`config.mk`:
```
export PLATFORM = sky130hd
export DESIGN_NAME = fork_any_join_ctrl_flat
export DESIGN_NICKNAME = d
export VERILOG_FILES = /design/src/rtl/fork_any_join_ctrl_pkg.sv /design/src/rtl/fork_any_join_ctrl_if.sv /design/src/rtl/fork_any_join_ctrl_branch_timer.sv /design/src/rtl/fork_any_join_ctrl.sv /design/src/flat_wrapper.sv
export SDC_FILE = /design/constraint.sdc
export NUM_CORES = 1
export LEC_CHECK = 0
export BUFFER_PORTS_ARGS = -buffer_cell sky130_fd_sc_hd__buf_4
export CORE_MARGIN = 3
export CORE_UTILIZATION = 32
export CTS_CLUSTER_DIAMETER = 100
export DETAILED_ROUTE_END_ITERATION = 7
export GPL_TIMING_DRIVEN = 0
export PLACE_DENSITY = 0.51
export SYNTH_ARGS = -nofsm -noshare
export SYNTH_HDL_FRONTEND = slang
export SYNTH_HIERARCHICAL = 1
export SYNTH_SLANG_ARGS = --single-unit
```
`constraint.sdc`:
```
create_clock -name clk -period 3.1 [get_ports clk]
set_input_delay 0.62 -clock clk [delete_from_list [all_inputs] [get_ports clk]]
set_output_delay 0.62 -clock clk [all_outputs]
set_load 0.02 [all_outputs]
```
`src/rtl/fork_any_join_ctrl_pkg.sv`:
```
// fork_any_pkg: shared FSM state enum, branch identifier type and default counter width for fork_any_join_ctrl
package fork_any_pkg;
    localparam int CNT_W_DEF = 8;
    typedef enum logic [1:0] {IDLE, RUN_BOTH, RUN_ONE} state_t;
    typedef enum logic {BR_A = 1'b0, BR_B = 1'b1} branch_id_t;
endpackage

```
`src/rtl/fork_any_join_ctrl_if.sv`:
```
// fork_any_join_ctrl_if: launch handshake (start_valid/ready, dur_a/b), branch status (busy, done_a/b, any_done, all_done, first_id, tie, join_time) and downstream handoff (next_valid/ready); master = launcher/consumer side, slave = controller
interface fork_any_join_ctrl_if #(parameter int CNT_W = fork_any_pkg::CNT_W_DEF);
    logic start_valid;
    logic start_ready;
    logic [CNT_W-1:0] dur_a;
    logic [CNT_W-1:0] dur_b;
    logic busy;
    logic done_a;
    logic done_b;
    logic any_done;
    logic first_id;
    logic tie;
    logic [CNT_W-1:0] join_time;
    logic all_done;
    logic next_valid;
    logic next_ready;
    modport master (
        output start_valid, dur_a, dur_b, next_ready,
        input start_ready, busy, done_a, done_b, any_done, first_id, tie, join_time, all_done, next_valid
    );
    modport slave (
        input start_valid, dur_a, dur_b, next_ready,
        output start_ready, busy, done_a, done_b, any_done, first_id, tie, join_time, all_done, next_valid
    );
endinterface

```
`src/rtl/fork_any_join_ctrl_branch_timer.sv`:
```
// branch_timer: loads max(dur,1) on load, counts down, raises fin combinationally on the final count, registered one-cycle done pulse, running while counting
module branch_timer import fork_any_pkg::*; #(parameter int CNT_W = CNT_W_DEF) (
    input  logic             clk,
    input  logic             rst,
    input  logic             load,
    input  logic [CNT_W-1:0] dur,
    output logic             done,
    output logic             running,
    output logic             fin
);
    logic [CNT_W-1:0] cnt;
    assign fin = running && cnt == CNT_W'(1);
    always_ff @(posedge clk) begin
        if (rst) begin
            cnt <= '0;
            running <= 1'b0;
            done <= 1'b0;
        end else begin
            done <= fin;
            if (load) begin
                cnt <= dur == '0 ? CNT_W'(1) : dur;
                running <= 1'b1;
            end else if (running) begin
                cnt <= cnt - CNT_W'(1);
                running <= !fin;
            end
        end
    end
endmodule

```
`src/rtl/fork_any_join_ctrl.sv`:
```
// fork_any_join_ctrl: launches timers A/B on accept, pulses any_done on first completion (join-any) with captured first_id/tie/join_time, all_done on last, and holds next_valid until next_ready; ports clk, rst, bus (slave)
module fork_any_join_ctrl import fork_any_pkg::*; #(parameter int CNT_W = CNT_W_DEF) (
    input logic                 clk,
    input logic                 rst,
    fork_any_join_ctrl_if.slave bus
);
    state_t state, state_nxt;
    branch_id_t first_id;
    logic fin_a, fin_b, run_a, run_b, accept, first, last;
    logic any_done, all_done, next_valid, tie;
    logic [CNT_W-1:0] elapsed, join_time;
    assign bus.start_ready = state == IDLE && !next_valid;
    assign bus.busy = state != IDLE;
    assign bus.any_done = any_done;
    assign bus.all_done = all_done;
    assign bus.next_valid = next_valid;
    assign bus.first_id = first_id;
    assign bus.tie = tie;
    assign bus.join_time = join_time;
    assign accept = bus.start_valid && bus.start_ready;
    assign first = state == RUN_BOTH && (fin_a || fin_b);
    // In RUN_ONE only the still-running branch can finish
    assign last = (state == RUN_BOTH && fin_a && fin_b) || (state == RUN_ONE && ((run_a && fin_a) || (run_b && fin_b)));
    branch_timer #(.CNT_W(CNT_W)) u_a (.clk(clk), .rst(rst), .load(accept), .dur(bus.dur_a), .done(bus.done_a), .running(run_a), .fin(fin_a));
    branch_timer #(.CNT_W(CNT_W)) u_b (.clk(clk), .rst(rst), .load(accept), .dur(bus.dur_b), .done(bus.done_b), .running(run_b), .fin(fin_b));
    always_comb begin
        state_nxt = state;
        state_nxt = accept ? RUN_BOTH : last ? IDLE : first ? RUN_ONE : state;
    end
    always_ff @(posedge clk) begin
        if (rst) begin
            state <= IDLE;
            any_done <= 1'b0;
            all_done <= 1'b0;
            next_valid <= 1'b0;
            first_id <= BR_A;
            tie <= 1'b0;
            join_time <= '0;
            elapsed <= '0;
        end else begin
            state <= state_nxt;
            any_done <= first;
            all_done <= last;
            next_valid <= first || (next_valid && !bus.next_ready);
            elapsed <= accept ? '0 : state != IDLE ? elapsed + CNT_W'(1) : elapsed;
            if (first) begin
                first_id <= fin_a ? BR_A : BR_B;
                tie <= fin_a && fin_b;
                join_time <= elapsed + CNT_W'(1);
            end
        end
    end
endmodule

```
`src/flat_wrapper.sv`:
```
// flat-port wrapper written by rule: the top's interface ports become plain ports
module fork_any_join_ctrl_flat import fork_any_pkg::*;
#(parameter int CNT_W = CNT_W_DEF)
  (clk, rst, bus_start_valid, bus_dur_a, bus_dur_b, bus_next_ready, bus_start_ready, bus_busy, bus_done_a, bus_done_b, bus_any_done, bus_first_id, bus_tie, bus_join_time, bus_all_done, bus_next_valid);
  fork_any_join_ctrl_if #(.CNT_W(CNT_W)) bus_i ();
  input logic clk;
  input logic rst;
  input wire logic [$bits(bus_i.start_valid)-1:0] bus_start_valid;
  input wire logic [$bits(bus_i.dur_a)-1:0] bus_dur_a;
  input wire logic [$bits(bus_i.dur_b)-1:0] bus_dur_b;
  input wire logic [$bits(bus_i.next_ready)-1:0] bus_next_ready;
  output wire logic [$bits(bus_i.start_ready)-1:0] bus_start_ready;
  output wire logic [$bits(bus_i.busy)-1:0] bus_busy;
  output wire logic [$bits(bus_i.done_a)-1:0] bus_done_a;
  output wire logic [$bits(bus_i.done_b)-1:0] bus_done_b;
  output wire logic [$bits(bus_i.any_done)-1:0] bus_any_done;
  output wire logic [$bits(bus_i.first_id)-1:0] bus_first_id;
  output wire logic [$bits(bus_i.tie)-1:0] bus_tie;
  output wire logic [$bits(bus_i.join_time)-1:0] bus_join_time;
  output wire logic [$bits(bus_i.all_done)-1:0] bus_all_done;
  output wire logic [$bits(bus_i.next_valid)-1:0] bus_next_valid;
  assign bus_i.start_valid = bus_start_valid;
  assign bus_i.dur_a = bus_dur_a;
  assign bus_i.dur_b = bus_dur_b;
  assign bus_i.next_ready = bus_next_ready;
  assign bus_start_ready = bus_i.start_ready;
  assign bus_busy = bus_i.busy;
  assign bus_done_a = bus_i.done_a;
  assign bus_done_b = bus_i.done_b;
  assign bus_any_done = bus_i.any_done;
  assign bus_first_id = bus_i.first_id;
  assign bus_tie = bus_i.tie;
  assign bus_join_time = bus_i.join_time;
  assign bus_all_done = bus_i.all_done;
  assign bus_next_valid = bus_i.next_valid;
  fork_any_join_ctrl #(.CNT_W(CNT_W)) u_core (.clk(clk), .rst(rst), .bus(bus_i));
endmodule
```
==> results.md, run 1 <==
Yosys:
- Counting flops and latches in the post-synthesis netlist gives 43.
- Synthesis produced a netlist whose cell count is 250.
- For this run, the number of Yosys warnings is 6.
- By area the synthesized netlist is led by dfxtp_1 40%, a21oi_1 5.9%, nor2_1 4.9%.
- For this run, the leading register cell type out of synthesis is dfxtp_1.
- The count of unique library cells instantiated by Yosys is 40.
- The fraction of synthesized cell area taken by the top area cell type is 40.4%.
- Counting flops with an async set or reset pin after synthesis yields a share of 0%.
- The netlist area before placement is 2130 um^2.
- Of the synthesized area, sequential elements account for 40.4%.
- The cell taking the most area after synthesis is dfxtp_1.
- Counting every net in the synthesized netlist gives 275.
- The number of enable-type register cells in the synthesized netlist is 0.
- The post-synthesis average cell area is 8.53 um^2.

Worst setup path:
- The worst setup path is launched from a flop.
- The worst-path maximum fanout is 10.
- STA classifies the critical path endpoint as a flop.
- The worst setup path is of the flop to flop kind.
- The data required time at the worst endpoint is 3300 ps.
- Walking the worst path, the cells encountered are nor4_1 > nand3_1 > nor2_1 > or2_2 > clkbuf_1 > a21oi_1 > a311oi_1.
- On the worst path, the slowest cell contributes a delay of 610 ps.
- The critical path's slowest cell is nor4_1.
- The arrival time at the worst endpoint is ~2800 ps.

GRT:
- The initial antenna violation count is 0.
- Global routing used 14.4% of the available tracks.
- The first global-routing pass estimated 8710 um of wire.
- Summed over all layers, the global routing overflow is 0.
- The number of global-route vias before repair is 1779.
- Entering global routing, the biggest net connects 17 pins.

Routing:
- The number of design rule violations left after detail routing is 0.
- The final route contains 1954 vias.
- The DRC violation total after the first TritonRoute iteration is 68.
- In the routed layout, each cell is associated on average with a via count of 5.27.
- The average wire per cell in the routed design is 13.8 um.
- In this run the remaining antenna-violating nets after routing total 0.
- The first TritonRoute pass finished after 4 iterations.
- Wires add up to 5110 um.

Clocking:
- The tree is rooted in a clkbuf_8.
- Clock-pin slew was measured on the worst setup and hold paths at approximately 80 ps.
- The hold buffer count at CTS is 0.
- The total clock buffers created by CTS is 5.
- After clock tree synthesis, the setup repair step added 0 buffers.
- In this run the deepest clock path goes through 2 buffers.
- The CTS tree is yes.
- The insertion delay to the later sink of the worst-skew pair is 300 ps.
- The maximum level of the CTS H-tree is 2.
- After clock tree synthesis, the repair step resized 0 gates.
- For this design, the sink count on the clock tree is 43.

Die:
- In this run the standard cell core region covers 6420 um^2.
- For this configuration, the core starts out at a cell density of between 30 and 40%.
- The floorplan step set the die width to 87.7 um.
- The height of the chip is 87.7 um.
- In this run the core area contains 29 standard-cell rows.
- The top-level I/O count is 37.
- The die outline area is 7680 um^2.

Timing:
- The maximum clock frequency is approximately 390 MHz.
- Setup repair after global routing left no endpoint under its margin.
- The final total negative setup slack is 0 ps.
- The final count of hold timing violations is 0.
- The post-layout worst setup margin is 519 ps.
- For the final database, setup skew stands at 5.03 ps.
- The count of pins over their slew limit came to 0.
- After layout, the minimum clock period comes to 2580 ps.
- Across all hold checks on the routed design, the worst slack comes to 488 ps.
- The setup-violating endpoint count in the final report is 0.
- For the pin with the worst max-slew slack, the measured transition is 982 ps.
- Of the available clock period, the critical path in the final layout requires between 80% and 90%.
- The worst pin sits at a relative slew slack of 34.3%.

Layout:
- At the end of the flow, the number of nets in the layout was 318.
- The relative area change from synthesis to final layout is 22.3%.
- The proportion of layout cells with a drive suffix above 1 is between 20% and 30%.
- The number of antenna diodes is 0.

Power and ir drop:
- Summed over all cells, the static leakage comes to 0.000961 uW.
- The power density over the cells is 479 nW/um^2.
- Across the VDD grid, the largest voltage drop is 0.000261 V.

Placed design:
- The congestion estimate from routability-driven global placement came to 0.722.
- Port buffering added 36 buffers.
- The worst slack at placement is 578 ps.
- The half-perimeter wire length after detailed placement is 3580 um.

Min path:
- The worst min-delay path category is flop to flop.

Status:
- The run finished with clean final reports.

Run:
- The reported max-cap violation count is 0.
==> kinds of logic (layout without fill, tap and decap cells) <==
| kind of cell | after synthesis | in the layout | synth area share (%) |
|---|---|---|---|
| compound gates | 72 | 72 | 22.3 |
| xor+xnor | 13 | 13 | 5.34 |
| fa+ha+maj | 5 | 5 | 2.93 |
| buf+inv | 26 | 70 | 5.81 |
| flops | 43 | 43 | 40.4 |
| simple gates | 91 | 91 | 23.3 |
==> per-stage QoR <==
stage	instance area (um^2)	util, %	std cells	power, uW
6_report	2610	40.6	371	1250
5_1_grt	2610	40.6	371	1330
4_1_cts	2610	40.6	371	1270
3_5_place_dp	2510	39.1	363	862
3_3_place_gp	2500	38.9	363	860
2_1_floorplan	2130	-	250	787
==> registers in the layout, summed over array words and instances, names as in the netlist, 2 cells and up <==
name                  cells
u_core/bus.join_time      8
u_core/elapsed            8
u_core/state              2
u_core/u_a/cnt            8
u_core/u_b/cnt            8
==> synth_stat cells, types with 2 or more instances <==
cell type	count
dfxtp_1	43
nor2_1	28
a21oi_1	25
o21ai_0	13
inv_1	12
nand2_1	12
a211oi_1	11
xor2_1	10
a311oi_1	9
nor3_1	8
or3_1	8
clkbuf_1	6
ha_1	5
nand3_1	5
nor3b_1	5
a31o_2	4
buf_4	4
nor4_1	4
buf_2	3
nand4_1	3
xnor2_1	3
and2_1	2
nand2b_1	2
nand4b_1	2
nor4b_1	2
o211ai_1	2
o221ai_1	2
o31ai_1	2
or2_2	2
or4_1	2
or4_2	2
==> cell type report <==
| cell class | count | area [um^2] |
|---|---|---|
| buffer | 14 | 78.8 |
| sequential | 43 | 861 |
| clock buffer | 8 | 100 |
| fill | 682 | 3810 |
| tap | 77 | 96.3 |
| timing repair buffer | 36 | 270 |
| multi-input combinational | 181 | 1160 |
| inverter | 12 | 45.0 |
==> placed cells by master, fill, tap and decap left out, types with 4 or more instances in the layout <==
cell type and n:
dfxtp_1 43, buf_4 40, nor2_1 28, a21oi_1 25, o21ai_0 13, inv_1 12, nand2_1 12, a211oi_1 11
xor2_1 10, a311oi_1 9, or3_1 8, nor3_1 8, clkbuf_8 7, clkbuf_1 7, nand3_1 5, nor3b_1 5
ha_1 5, nor4_1 4, a31o_2 4
==> per-layer routing <==
layer	GRT usage (%)	part of all wire, %	vias to the layer above
met4	4.60	1.4	0
met1	20.1	50	900
met2	22.1	43	50
li1	-	-	997
met5	0	0	-
met3	3.29	5.1	7
==> worst paths after layout <==
kind,slack (ps),end,cells after the start,start
min,490,u_core/bus.tie,2,u_core/bus.tie
min reg2reg,490,u_core/bus.tie,2,u_core/bus.tie
max reg2reg,520,u_core/bus.join_time[7],7,u_core/u_a/cnt[2]
max,520,u_core/bus.join_time[7],7,u_core/u_a/cnt[2]
==> power by group <==
group | internal (uW) | leakage, uW | switching (uW)
Sequential | 584 | 0.000351 | 38.0
Combinational | 102 | 0.000558 | 126
Clock | 204 | 0.0000515 | 195
Total | 891 | 0.000961 | 359
==> worst max-delay path: cells and delay by family, from the launching register on <==
kind,cells,cell delay [ps]
flops,1,370
compound gates,2,420
simple gates,4,1280
buf+inv,1,400
No activity file was read; power rests on OpenSTA's default activity.
==> inputs of run 2 (changes only) <==
--- a/config.mk
+++ b/config.mk
@@ -5,13 +5,14 @@
 export SDC_FILE = /design/constraint.sdc
 export NUM_CORES = 1
 export LEC_CHECK = 0
+export ABC_AREA = 1
 export BUFFER_PORTS_ARGS = -buffer_cell sky130_fd_sc_hd__buf_4
 export CORE_MARGIN = 3
 export CORE_UTILIZATION = 32
 export CTS_CLUSTER_DIAMETER = 100
 export DETAILED_ROUTE_END_ITERATION = 7
 export GPL_TIMING_DRIVEN = 0
-export PLACE_DENSITY = 0.51
+export PLACE_DENSITY = 0.53
 export SYNTH_ARGS = -nofsm -noshare
 export SYNTH_HDL_FRONTEND = slang
 export SYNTH_HIERARCHICAL = 1
==> constraint.sdc (replaced) <==
create_clock -name clk -period 2.1 [get_ports clk]
set_input_delay 0.42 -clock clk [delete_from_list [all_inputs] [get_ports clk]]
set_output_delay 0.42 -clock clk [all_outputs]
set_load 0.02 [all_outputs]
==> run 2 against run 1 <==
Die area grew 6.2%. Hold slack lost 180 ps. Combinational power grew 79%. First-iteration DRC count shrank 12%. Critical endpoint is now u_core/bus.join_time[5]. Cell area grew 6.3%. Final cell count grew 28%. Clock power grew 51%. Area after synthesis grew 6.7%.
==> results.md, run 2 <==
Worst setup path:
- The data required time at the worst endpoint is 2310 ps (was 3300 ps).
- The critical path's slowest cell is dfxtp_1 (was nor4_1).
- The worst-path maximum fanout was 10 (unchanged).
- The kind of end point of the critical path was a flop (unchanged).
- CP Cell Sequence: ha_1 > nand3_1 > nor2_1 > inv_2 > nor2_2 > nor2_1 > nor2_4 > buf_6 > nand3_1 > nand2_1 > inv_1 (was nor4_1 > nand3_1 > nor2_1 > or2_2 > clkbuf_1 > a21oi_1 > a311oi_1).
- The critical path startpoint category is a flop (unchanged).
- The arrival time at the worst endpoint was 2120 ps (was 2780 ps).
- The kind of cell adding the most delay to the critical path is simple AND/OR/NAND/NOR gates (unchanged).
- The number of buffers and inverters on the critical path came to 3 (was 1).
- The type of the worst setup path was flop to flop (unchanged).
- The largest stage delay on the critical path came to 460 ps (was 610 ps).

Placed design:
- The number of cells after detailed placement is 468 (was 363).
- The number of port buffers is 36 (unchanged).
- The worst slack at placement is 98.8 ps (was 578 ps).
- The half-perimeter wire length after detailed placement was 4020 um (was 3580 um).
- The routability-driven placement congestion ratio was 0.748 (was 0.722).

Timing:
- The post-layout worst setup margin came to 195 ps (was 519 ps).
- The count of pins over their slew limit is 0 (unchanged).
- The part of the cycle the worst path needs came to 90.7% (was 83.3%).
- The final total negative setup slack is 0 ps (unchanged).
- RSZ-0062 raised after global routing: false (unchanged).
- The worst slew slack as a fraction of its limit was 66.0% (was 34.3%).
- The final count of hold timing violations came to 0 (unchanged).
- The minimum clock period after layout is 1910 ps (was 2580 ps).
- The worst setup skew after layout came to 6.66 ps (was 5.03 ps).
- The slew of the pin with the lowest slew margin is 510 ps (was 982 ps).
- The setup-violating endpoint count in the final report came to 0 (unchanged).
- The maximum clock frequency came to 525 MHz (was 387 MHz).

Die:
- The effective utilization at floorplan is 33.3% (was 33.2%).
- The area of the core is 6830 um^2 (was 6420 um^2).
- The height of the chip came to 90.3 um (was 87.7 um).
- The top-level I/O count is 37 (unchanged).
- The number of rows created at floorplan came to 30 (was 29).
- The die span in x is 90.3 um (was 87.7 um).
- The die outline area is 8160 um^2 (was 7680 um^2).

Power and ir drop:
- The power consumption came to 1930 uW (was 1250 uW).
- The internal power contribution is 1320 uW (was 891 uW).
- The worst voltage drop across the vdd grid is 0.000223 V (was 0.000261 V).
- The static leakage power came to 0.00124 uW (was 0.000961 uW).
- The combinational share of power came to 21.1% (was 18.3%).
- The clock network power share is 31.1% (was 31.9%).
- The power density over the cells is 695 nW/um^2 (was 479 nW/um^2).
- The sequential share of power is 47.7% (was 49.8%).
- The fraction of power spent switching nets is 31.4% (was 28.7%).
- The power spent charging and discharging nets is 605 uW (was 359 uW).

Yosys:
- The proportion of synthesized flip-flops having asynchronous set or reset is 0% (unchanged).
- The number of enable-type register cells in the synthesized netlist is 0 (unchanged).
- The most frequently used cell type in the post-synthesis netlist is nand2_1 (was dfxtp_1).
- Cell types with the highest counts after synthesis: 60 x nand2_1, 55 x nor2_1, 43 x dfxtp_1, 42 x inv_1, 30 x nand3_1 (was 43 x dfxtp_1, 28 x nor2_1, 25 x a21oi_1, 13 x o21ai_0).
- The fraction of synthesized cell area taken by the top area cell type is 37.8% (was 40.4%).
- The flip-flop and latch count after synthesis was 43 (unchanged).
- The post-synthesis average cell area is 6.77 um^2 (was 8.53 um^2).
- The number of nets in the synthesized netlist is 361 (was 275).
- The main flop type after synthesis is dfxtp_1 (unchanged).
- The netlist area before placement is 2280 um^2 (was 2130 um^2).
- The cell taking the most area after synthesis is dfxtp_1 (unchanged).
- The count of warnings emitted by yosys is 6 (unchanged).
- The count of unique library cells instantiated by Yosys was 28 (was 40).
- The gate count after technology mapping came to 336 (was 250).
- Top area cells in the synthesized netlist: dfxtp_1 38%, nand2_1 9.9%, nor2_1 9.1% (was dfxtp_1 40%, a21oi_1 5.9%, nor2_1 4.9%).
- The fraction of the yosys area taken by sequential cells is 37.8% (was 40.4%).

Layout:
- The count of fill cells added during filler insertion is 765 (was 682).
- The multi-input logic area is 1160 um^2 (about the same).
- Commonest cells after routing, fill and taps aside: 60 x nand2_1, 54 x nor2_1, 42 x inv_1, 42 x dfxtp_1, 37 x buf_4 (was 43 x dfxtp_1, 40 x buf_4, 28 x nor2_1).
- The total number of nets in the final design is 404 (was 318).
- The most frequent standard cell in the layout excluding fill and tap cells is nand2_1 (was dfxtp_1).
- The proportion of layout cells with a drive suffix above 1 is 22.1% (was 21.4%).
- The number of standard cells in the layout, taps in and fillers out is 476 (was 371).
- The relative area change from synthesis to final layout is 21.9% (was 22.3%).
- The end-of-flow core utilization was 40.6% (about the same).
- The sequential cell area in the final layout is 862 um^2 (was 861 um^2).
- The number of antenna diodes was 0 (unchanged).

Routing:
- The number of design rule violations left after detail routing came to 0 (unchanged).
- The number of iterations in the first detailed-routing pass was 4 (unchanged).
- The routed via count is 2163 (was 1954).
- The total length of routed wires is 5330 um (was 5110 um).
- The via density per instance came to 4.54 (was 5.27).
- The number of nets still failing antenna checks after routing is 0 (unchanged).
- The DRC violation total after the first TritonRoute iteration is 60 (was 68).
- The average wire per cell in the routed design is 11.2 um (was 13.8 um).

GRT:
- The first-pass GRT wire length is 9180 um (was 8710 um).
- The largest net degree at the start of global routing is 14 (was 17).
- The number of global-route vias before repair was 2009 (was 1779).
- The aggregate global-route resource usage came to 13.7% (was 14.4%).
- The initial antenna violation count is 0 (unchanged).
- The overflow left after global routing was 0 (unchanged).

Clocking:
- The maximum level of the CTS H-tree is 2 (unchanged).
- The CTS tree is yes (unchanged).
- The total setup buffers inserted after CTS came to 0 (unchanged).
- The total clock sinks is 43 (unchanged).
- The total clock buffers created by CTS is 5 (unchanged).
- The clock root buffer is clkbuf_8 (unchanged).
- The insertion delay to the later sink of the worst-skew pair is 310 ps (was 300 ps).
- The buffer depth of the longest clock path is 2 (unchanged).
- The clock-pin slew on the worst setup and hold paths is 90 ps (was 80 ps).

Status:
- Status: completed (unchanged).

Run:
- The reported max-cap violation count is 0 (unchanged).

Min path:
- The worst min-delay path category is primary input to flop (was flop to flop).
run 2: worst reg2reg max path: cells and delay by family, from the launching register on:
family                   cells  cell delay, ps
adder cells (fa/ha/maj)      1             180
buffers and inverters        3             270
flip-flops                   1             460
AND/OR/NAND/NOR              7             910
run 2: cells by family after synthesis:
group           count (synthesis)  synth area share (%)
fa+ha+maj                       5                  2.75
flops                          43                  37.8
compound gates                 55                  14.3
buf+inv                        62                  11.4
xor+xnor                        3                  1.15
simple gates                  168                  32.6
run 2: path summary, 6_finish.rpt:
check,from,slack [ps],depth (start not counted),endpoint
setup reg to reg,u_core/u_a/cnt[0],190,11,u_core/bus.join_time[5]
setup / recovery,u_core/u_a/cnt[0],190,11,u_core/bus.join_time[5]
hold reg to reg,u_core/bus.tie,480,2,u_core/bus.tie
hold / removal,bus_next_ready,310,2,u_core/bus.next_valid
run 2: cell type report:
class	instances	share of cell area [%]
Tap cell	96	4.33
Buffer	7	1.89
Inverter	55	7.44
Multi-Input combinational cell	231	41.8
Timing Repair Buffer	36	9.74
Sequential cell	43	31.1
Clock buffer	7	3.47
Clock inverter	1	0.271
run 2: power groups by stage:
stage,Sequential (uW),Combinational (uW),Clock (uW)
4_1_cts,920,411,626
3_3_place_gp,939,407,0
3_5_place_dp,939,410,0
2_1_floorplan,930,300,0
5_1_grt,930,467,658
6_report,921,407,601
run 2: through the flow:
step | hold slack, ps | area (um^2)
4_1_cts | 304 | 2770
5_1_grt | 312 | 2770
3_5_place_dp | 465 | 2670
6_report | 311 | 2770
3_3_place_gp | 460 | 2670
2_1_floorplan | 462 | 2280
run 2: repair_timing:
action / in CTS / in global routing
hold buffers: 0 / 0
setup endpoints to repair: 0 / 11
hold endpoints to repair: 0 / 0
resized for setup: 0 / 2
run 2: metal layers:
layer  global-route usage, %  routed length (um)
met5                       0                   0
met1                    17.5                2540
met3                    2.75                 270
met2                    22.3                2410
met4                    6.51                 106
